File: src/rtl/mycpu_pkg.sv
// ============================================================================
// Module      : mycpu_pkg
// Description : Shared types for the function-unit controller.
//               The MUL state exists only when FU_CTRL_MUL_EN is defined.
// Revision    : 1.0 - initial release
// ============================================================================
`default_nettype none

package mycpu_pkg;

    localparam int c_DW = 16;

    typedef enum logic [3:0] {
        FADD  = 4'h0,
        FSUB  = 4'h1,
        FAND  = 4'h2,
        FOR   = 4'h3,
        FXOR  = 4'h4,
        FNOT  = 4'h5,
        FPASS = 4'h6,
        FSHL  = 4'h7,
        FSHR  = 4'h8,
        FMUL  = 4'h9
    } fs_t;

`ifdef FU_CTRL_MUL_EN
    typedef enum logic [1:0] {
        IDLE = 2'd0,
        EXEC = 2'd1,
        MUL  = 2'd2,
        WB   = 2'd3
    } ctrl_state_t;
`else
    typedef enum logic [1:0] {
        IDLE = 2'd0,
        EXEC = 2'd1
    } ctrl_state_t;
`endif

endpackage

`default_nettype wire

File: src/rtl/fu.sv
// ============================================================================
// Module      : fu
// Description : 16-bit combinational function unit with zero/negative flags.
//               FMUL and unassigned codes are reported as illegal.
// Revision    : 1.0 - initial release
// ============================================================================
`default_nettype none

module fu
    import mycpu_pkg::*;
(
    input  fs_t               fs,
    input  logic [c_DW-1:0]   a,
    input  logic [c_DW-1:0]   b,
    output logic [c_DW-1:0]   f_out,
    output logic              z_out,
    output logic              n_out,
    output logic              illegal
);

    always_comb begin
        f_out   = '0;
        illegal = 1'b0;
        case (fs)
            FADD:    f_out = a + b;
            FSUB:    f_out = a - b;
            FAND:    f_out = a & b;
            FOR:     f_out = a | b;
            FXOR:    f_out = a ^ b;
            FNOT:    f_out = ~a;
            FPASS:   f_out = a;
            FSHL:    f_out = a << 1;
            FSHR:    f_out = a >> 1;
            default: illegal = 1'b1;
        endcase
    end

    assign z_out = (f_out == '0);
    assign n_out = f_out[c_DW-1];

endmodule

`default_nettype wire

File: src/rtl/fu_ctrl.sv
// ============================================================================
// Module      : fu_ctrl
// Description : Register file plus sequencing controller around one shared fu.
//               Define FU_CTRL_MUL_EN to enable shift-add FMUL.
// Revision    : 1.0 - initial release
// ============================================================================
`default_nettype none

module fu_ctrl
    import mycpu_pkg::*;
#(
    parameter int NREG = 8,
    parameter int AW   = $clog2(NREG)
) (
    input  logic              clk,
    input  logic              rst,
    input  logic              cmd_valid,
    output logic              cmd_ready,
    input  logic [3:0]        cmd_fs,
    input  logic [AW-1:0]     cmd_dst,
    input  logic [AW-1:0]     cmd_a,
    input  logic [AW-1:0]     cmd_b,
    output logic              done,
    output logic              err,
    output logic              z_flag,
    output logic              n_flag,
    output logic              busy,
    input  logic              dbg_we,
    input  logic [AW-1:0]     dbg_addr,
    input  logic [c_DW-1:0]   dbg_wdata,
    output logic [c_DW-1:0]   dbg_rdata
);

    ctrl_state_t       r_state;
    ctrl_state_t       w_state_nxt;
    fs_t               r_fs;
    logic [AW-1:0]     r_dst;
    logic [c_DW-1:0]   r_opa;
    logic [c_DW-1:0]   r_opb;
    logic [c_DW-1:0]   r_regs [NREG];

    fs_t               w_fu_fs;
    logic [c_DW-1:0]   w_fu_a;
    logic [c_DW-1:0]   w_fu_b;
    logic [c_DW-1:0]   w_fu_f;
    logic              w_fu_z;
    logic              w_fu_n;
    logic              w_fu_ill;

    logic              w_accept;
    logic              w_wb_en;
    logic [c_DW-1:0]   w_wb_data;
    logic              w_wb_z;
    logic              w_wb_n;
    logic              w_done_nxt;
    logic              w_err_nxt;

`ifdef FU_CTRL_MUL_EN
    logic [c_DW-1:0]   r_acc;
    logic [c_DW-1:0]   r_mc;
    logic [c_DW-1:0]   r_mp;
    logic [3:0]        r_cnt;
`endif

    assign cmd_ready = (r_state == IDLE);
    assign busy      = ~cmd_ready;
    assign w_accept  = cmd_valid & cmd_ready;
    assign dbg_rdata = r_regs[dbg_addr];

    fu u_fu (
        .fs      (w_fu_fs),
        .a       (w_fu_a),
        .b       (w_fu_b),
        .f_out   (w_fu_f),
        .z_out   (w_fu_z),
        .n_out   (w_fu_n),
        .illegal (w_fu_ill)
    );

    always_ff @(posedge clk) begin
        if (rst) r_state <= IDLE;
        else     r_state <= w_state_nxt;
    end

    always_comb begin
        w_state_nxt = r_state;
        w_fu_fs     = r_fs;
        w_fu_a      = r_opa;
        w_fu_b      = r_opb;
        w_wb_en     = 1'b0;
        w_wb_data   = w_fu_f;
        w_wb_z      = w_fu_z;
        w_wb_n      = w_fu_n;
        w_done_nxt  = 1'b0;
        w_err_nxt   = 1'b0;
        case (r_state)
            IDLE: begin
                if (cmd_valid) begin
`ifdef FU_CTRL_MUL_EN
                    if (fs_t'(cmd_fs) == FMUL) w_state_nxt = MUL;
                    else                       w_state_nxt = EXEC;
`else
                    w_state_nxt = EXEC;
`endif
                end
            end
            EXEC: begin
                w_state_nxt = IDLE;
                w_done_nxt  = 1'b1;
                w_err_nxt   = w_fu_ill;
                w_wb_en     = ~w_fu_ill;
            end
`ifdef FU_CTRL_MUL_EN
            // The adder is borrowed for the accumulate step of each MUL cycle
            MUL: begin
                w_fu_fs = FADD;
                w_fu_a  = r_acc;
                w_fu_b  = r_mc;
                if (r_cnt == 4'd15) w_state_nxt = WB;
            end
            WB: begin
                w_state_nxt = IDLE;
                w_done_nxt  = 1'b1;
                w_wb_en     = 1'b1;
                w_wb_data   = r_acc;
                w_wb_z      = (r_acc == '0);
                w_wb_n      = r_acc[c_DW-1];
            end
`endif
            default: w_state_nxt = IDLE;
        endcase
    end

    always_ff @(posedge clk) begin
        if (rst) begin
            r_fs   <= FADD;
            r_dst  <= '0;
            r_opa  <= '0;
            r_opb  <= '0;
            done   <= 1'b0;
            err    <= 1'b0;
            z_flag <= 1'b0;
            n_flag <= 1'b0;
            for (int i = 0; i < NREG; i++) r_regs[i] <= '0;
        end else begin
            if (w_accept) begin
                r_fs  <= fs_t'(cmd_fs);
                r_dst <= cmd_dst;
                r_opa <= r_regs[cmd_a];
                r_opb <= r_regs[cmd_b];
            end
            done <= w_done_nxt;
            err  <= w_err_nxt;
            if (dbg_we) r_regs[dbg_addr] <= dbg_wdata;
            // Later assignment gives the writeback priority on an address clash
            if (w_wb_en) begin
                r_regs[r_dst] <= w_wb_data;
                z_flag        <= w_wb_z;
                n_flag        <= w_wb_n;
            end
        end
    end

`ifdef FU_CTRL_MUL_EN
    always_ff @(posedge clk) begin
        if (rst) begin
            r_acc <= '0;
            r_mc  <= '0;
            r_mp  <= '0;
            r_cnt <= '0;
        end else if (w_accept) begin
            r_acc <= '0;
            r_mc  <= r_regs[cmd_a];
            r_mp  <= r_regs[cmd_b];
            r_cnt <= '0;
        end else if (r_state == MUL) begin
            if (r_mp[0]) r_acc <= w_fu_f;
            r_mc  <= r_mc << 1;
            r_mp  <= r_mp >> 1;
            r_cnt <= r_cnt + 4'd1;
        end
    end
`endif

endmodule

`default_nettype wire
File: config.mk
export PLATFORM = sky130hd
export DESIGN_NAME = fu_ctrl
export DESIGN_NICKNAME = d
export VERILOG_FILES = /design/src/rtl/mycpu_pkg.sv /design/src/rtl/fu.sv /design/src/rtl/fu_ctrl.sv
export SDC_FILE = /design/constraint.sdc
export NUM_CORES = 1
export LEC_CHECK = 0
export CORE_UTILIZATION = 50
export DETAILED_ROUTE_END_ITERATION = 10
export PLACE_DENSITY = 0.76
export SLEW_MARGIN = 20
export SYNTH_ARGS = -nofsm -noshare
export SYNTH_HDL_FRONTEND = slang
export SYNTH_HIERARCHICAL = 1
export SYNTH_SLANG_ARGS = --single-unit
File: constraint.sdc
create_clock -name clk -period 11.3 [get_ports clk]
set_input_delay 1.13 -clock clk [delete_from_list [all_inputs] [get_ports clk]]
set_output_delay 1.13 -clock clk [all_outputs]
set_load 0.005 [all_outputs]
==> flow_summary.toml <==
[status]
status = "finished, final reports clean"

[floorplan]
io_pins = 58
chipHeight_um = 166
rows = 59
die-area_um2 = 27600
initial_core_util_pct = 51.4
die_x_um = 166
core_um2 = 26200

[clock_tree]
clk-insertion-delay-late_ns = 0.45
htree_levels = 4
clkTransAtPathRegs_ns = 0.08
cts-resized-gates = 0
cts_tree = "done"
numCtsBuffers = 17
clockBufferDepth = 2
holdBufCountCts = 0
clock-sinks = 172
cts_setup_buffers = 0
root_buffer = "clkbuf_16"

[global_routing]
grt_pass1_vias = 11300
grt_first_pass_wirelength_mm = 65.1
grt_overflow = 0
antenna_found_initial = 1
grt_use_total_pct = 31.4
grt_max_degree = 61

[setup_path]
crit_path_max_incr_delay_ns = 0.62
path_cells = "buf_4, nor3_2, buf_4, and2_0, mux2_2, fa_1, nor2b_1, o221a_2, o22a_1, xnor2_1, o221ai_1, a2111oi_0, nand4_1, nor4_2, nand2_1, a21oi_1"
critPathRequiredTime_ns = 11.67
r2r_setup_slack_ns = 6.42
cp-end-kind = "flip-flop"
crit_fanout = 30
start_kind = "flip-flop"
r2r-end = "z_flag"
r2r_cells = 16
regToRegStartpoint = "r_fs[1]"
cp.arrival_ns = 5.25
timing.critical_path.mode_cell = "buf_4"
worstSetupPathType = "flip-flop to flip-flop"
crit_slowest_cell = "and2_0"

[layout]
syn2layout_area_growth_pct = 7.58
fin_nets = 1536
diodes = 0
drive_gt1_share_pct = 11.5

[route]
dr.pass1.iters = 6
drtIter0Drc = 1560
vias = 12000
antenna_left = 0
viasPerCell = 6.67
drcViolationCount = 0
avgRoutedWirePerCell_um = 24.3
routed_wl_mm = 43.8

[yosys]
yosysUniqueCellTypes = 79
synth_common_cells = "nand2_1, mux2i_1, edfxtp_1, o21ai_1, a22oi_1"
yosys_warnings = 6
synth_most_common_cell = "nand2_1"
synthCells = 1485
ys.flop_type = "edfxtp_1"
syn_area_um2 = 13500
syn_area_per_cell_um2 = 9.06
ys_seq_elements = 172
synth_area_leaders = "edfxtp_1, mux2i_1, nand2_1, dfxtp_1, mux4_2"
synthArstFlopShare_pct = 0
yosysTopAreaCell = "edfxtp_1"
synth_edf_count = 128
synth_top_area_share_pct = 28.6
synth_seq_area_share_pct = 35.1
synthesis.nets = 1570

[min_path]
hold_path.class = "flip-flop to flip-flop"
holdPathStages = 2
timing.hold.worst_endpoint = "r_dst[2]"
hp-start = "r_dst[2]"

[timing]
hold_viol = 0
setup_viol = 0
fin_setup_tns_ns = 0
tightest_slew_ns = 1.32
rsz0062_at_grt = "no"
skew_ns = 0.0125
period_needed_ns = 4.88
whs_ns = 0.484
relSlewSlack_pct = 11.9
fin_crit_sh_pct = 43.2
fmax_mhz = 205
slew_viol_final = 0

[placed_design]
port_buffers = 57
place_hpwl_mm = 27.3
gp_congestion = 0.931

[pwr]
peakVddDrop_mv = 0.108
p_per_area_nw_per_um2 = 130
p_leak_nw = 5.39

[run]
drv_cap = 0
==> worst max path at each step <==
stage	start	end	slack [ns]
5_1_grt	r_fs[2]	z_flag	6.20
6_report	r_fs[1]	z_flag	6.42
3_3_place_gp	r_fs[1]	z_flag	6.60
4_1_cts	r_fs[1]	z_flag	6.49
3_5_place_dp	r_fs[1]	z_flag	6.53
2_1_floorplan	r_fs[1]	r_regs[7][15]	7.30
==> routing by layer <==
metal | track usage [%] | vias up | share of wire, %
met5 | 0 | - | 0.030
met4 | 20.0 | 2 | 6.3
met3 | 6.65 | 223 | 12
met2 | 52.0 | 828 | 46
met1 | 37.2 | 5651 | 35
li1 | - | 5289 | -
==> worst max-delay path, delay by kind of cell, from the launching register on <==
family / cells / cell delay, ns
compound gates: 5 / 1.52
simple gates: 6 / 1.51
buf+inv: 2 / 0.46
mux: 1 / 0.44
fa+ha+maj: 1 / 0.43
flops: 1 / 0.30
xor+xnor: 1 / 0.12
==> placed cells by master, fill, tap and decap left out, types with 5 or more instances in the layout <==
cell type and n:
dfxtp_1 43, mux2_2 22, nor2b_1 16, nor3_1 43, edfxtp_1 128, nand2_1 293, inv_6 5, a22o_1 5
a22oi_1 68, clkdlybuf4s50_1 53, nor2_4 7, clkbuf_16 17, o21ai_0 27, o211ai_1 6, buf_4 33, o21ai_2 7
a21oi_1 63, nor2_2 6, or3_1 9, nand2b_1 13, a31oi_1 9, inv_1 45, nand3_1 7, inv_8 5
ha_1 48, mux4_2 33, nor2_1 61, and2_1 5, mux2i_1 143, o21ai_1 117, xnor2_1 20
==> area by class of cell <==
cell class                 count  area, µm²
timing repair buffer          88        788
inverter                      45        169
sequential                   172       4730
multi-input combinational   1127       7810
fill                        2238      11700
clock buffer                  17        425
tap                          335        419
clock inverter                15        146
==> kinds of logic (layout without fill, tap and decap cells) <==
group | count (synthesis) | count (layout) | share of synthesized area (%)
and+or+nand+nor | 506 | 506 | 17.5
muxes | 198 | 198 | 18.0
buffers and inverters | 186 | 165 | 7.11
adders and majority gates | 49 | 49 | 4.61
DFF | 172 | 172 | 35.1
xor gates and xnor gates | 22 | 22 | 1.43
AOI/OAI and AO/OA | 352 | 352 | 16.2
==> sequential cells by signal, summed over array words and instances (netlist names) <==
register  cells
r_opa        16
r_regs      128
n_flag        1
done          1
r_fs          4
r_state       1
r_dst         3
err           1
r_opb        16
z_flag        1
==> through the flow <==
stage                     area, µm²  utilization (%)  power (W)  std cells  worst slack [ns]
after floorplan               13500                -    0.00115       1485              7.30
after global placement        13900             53.0    0.00127       1767              6.60
after detailed placement      13900             53.1    0.00128       1767              6.53
after CTS                     14500             55.2    0.00186       1799              6.49
after global routing          14500             55.3    0.00193       1799              6.20
final                         14500             55.3    0.00188       1799              6.42
==> power breakdown <==
part	switching [W]	total, W	internal [W]
registers	0.0000431	0.000760	0.000716
clock network	0.000290	0.000584	0.000294
logic	0.000331	0.000532	0.000201
No activity file was read; power rests on OpenSTA's default activity.
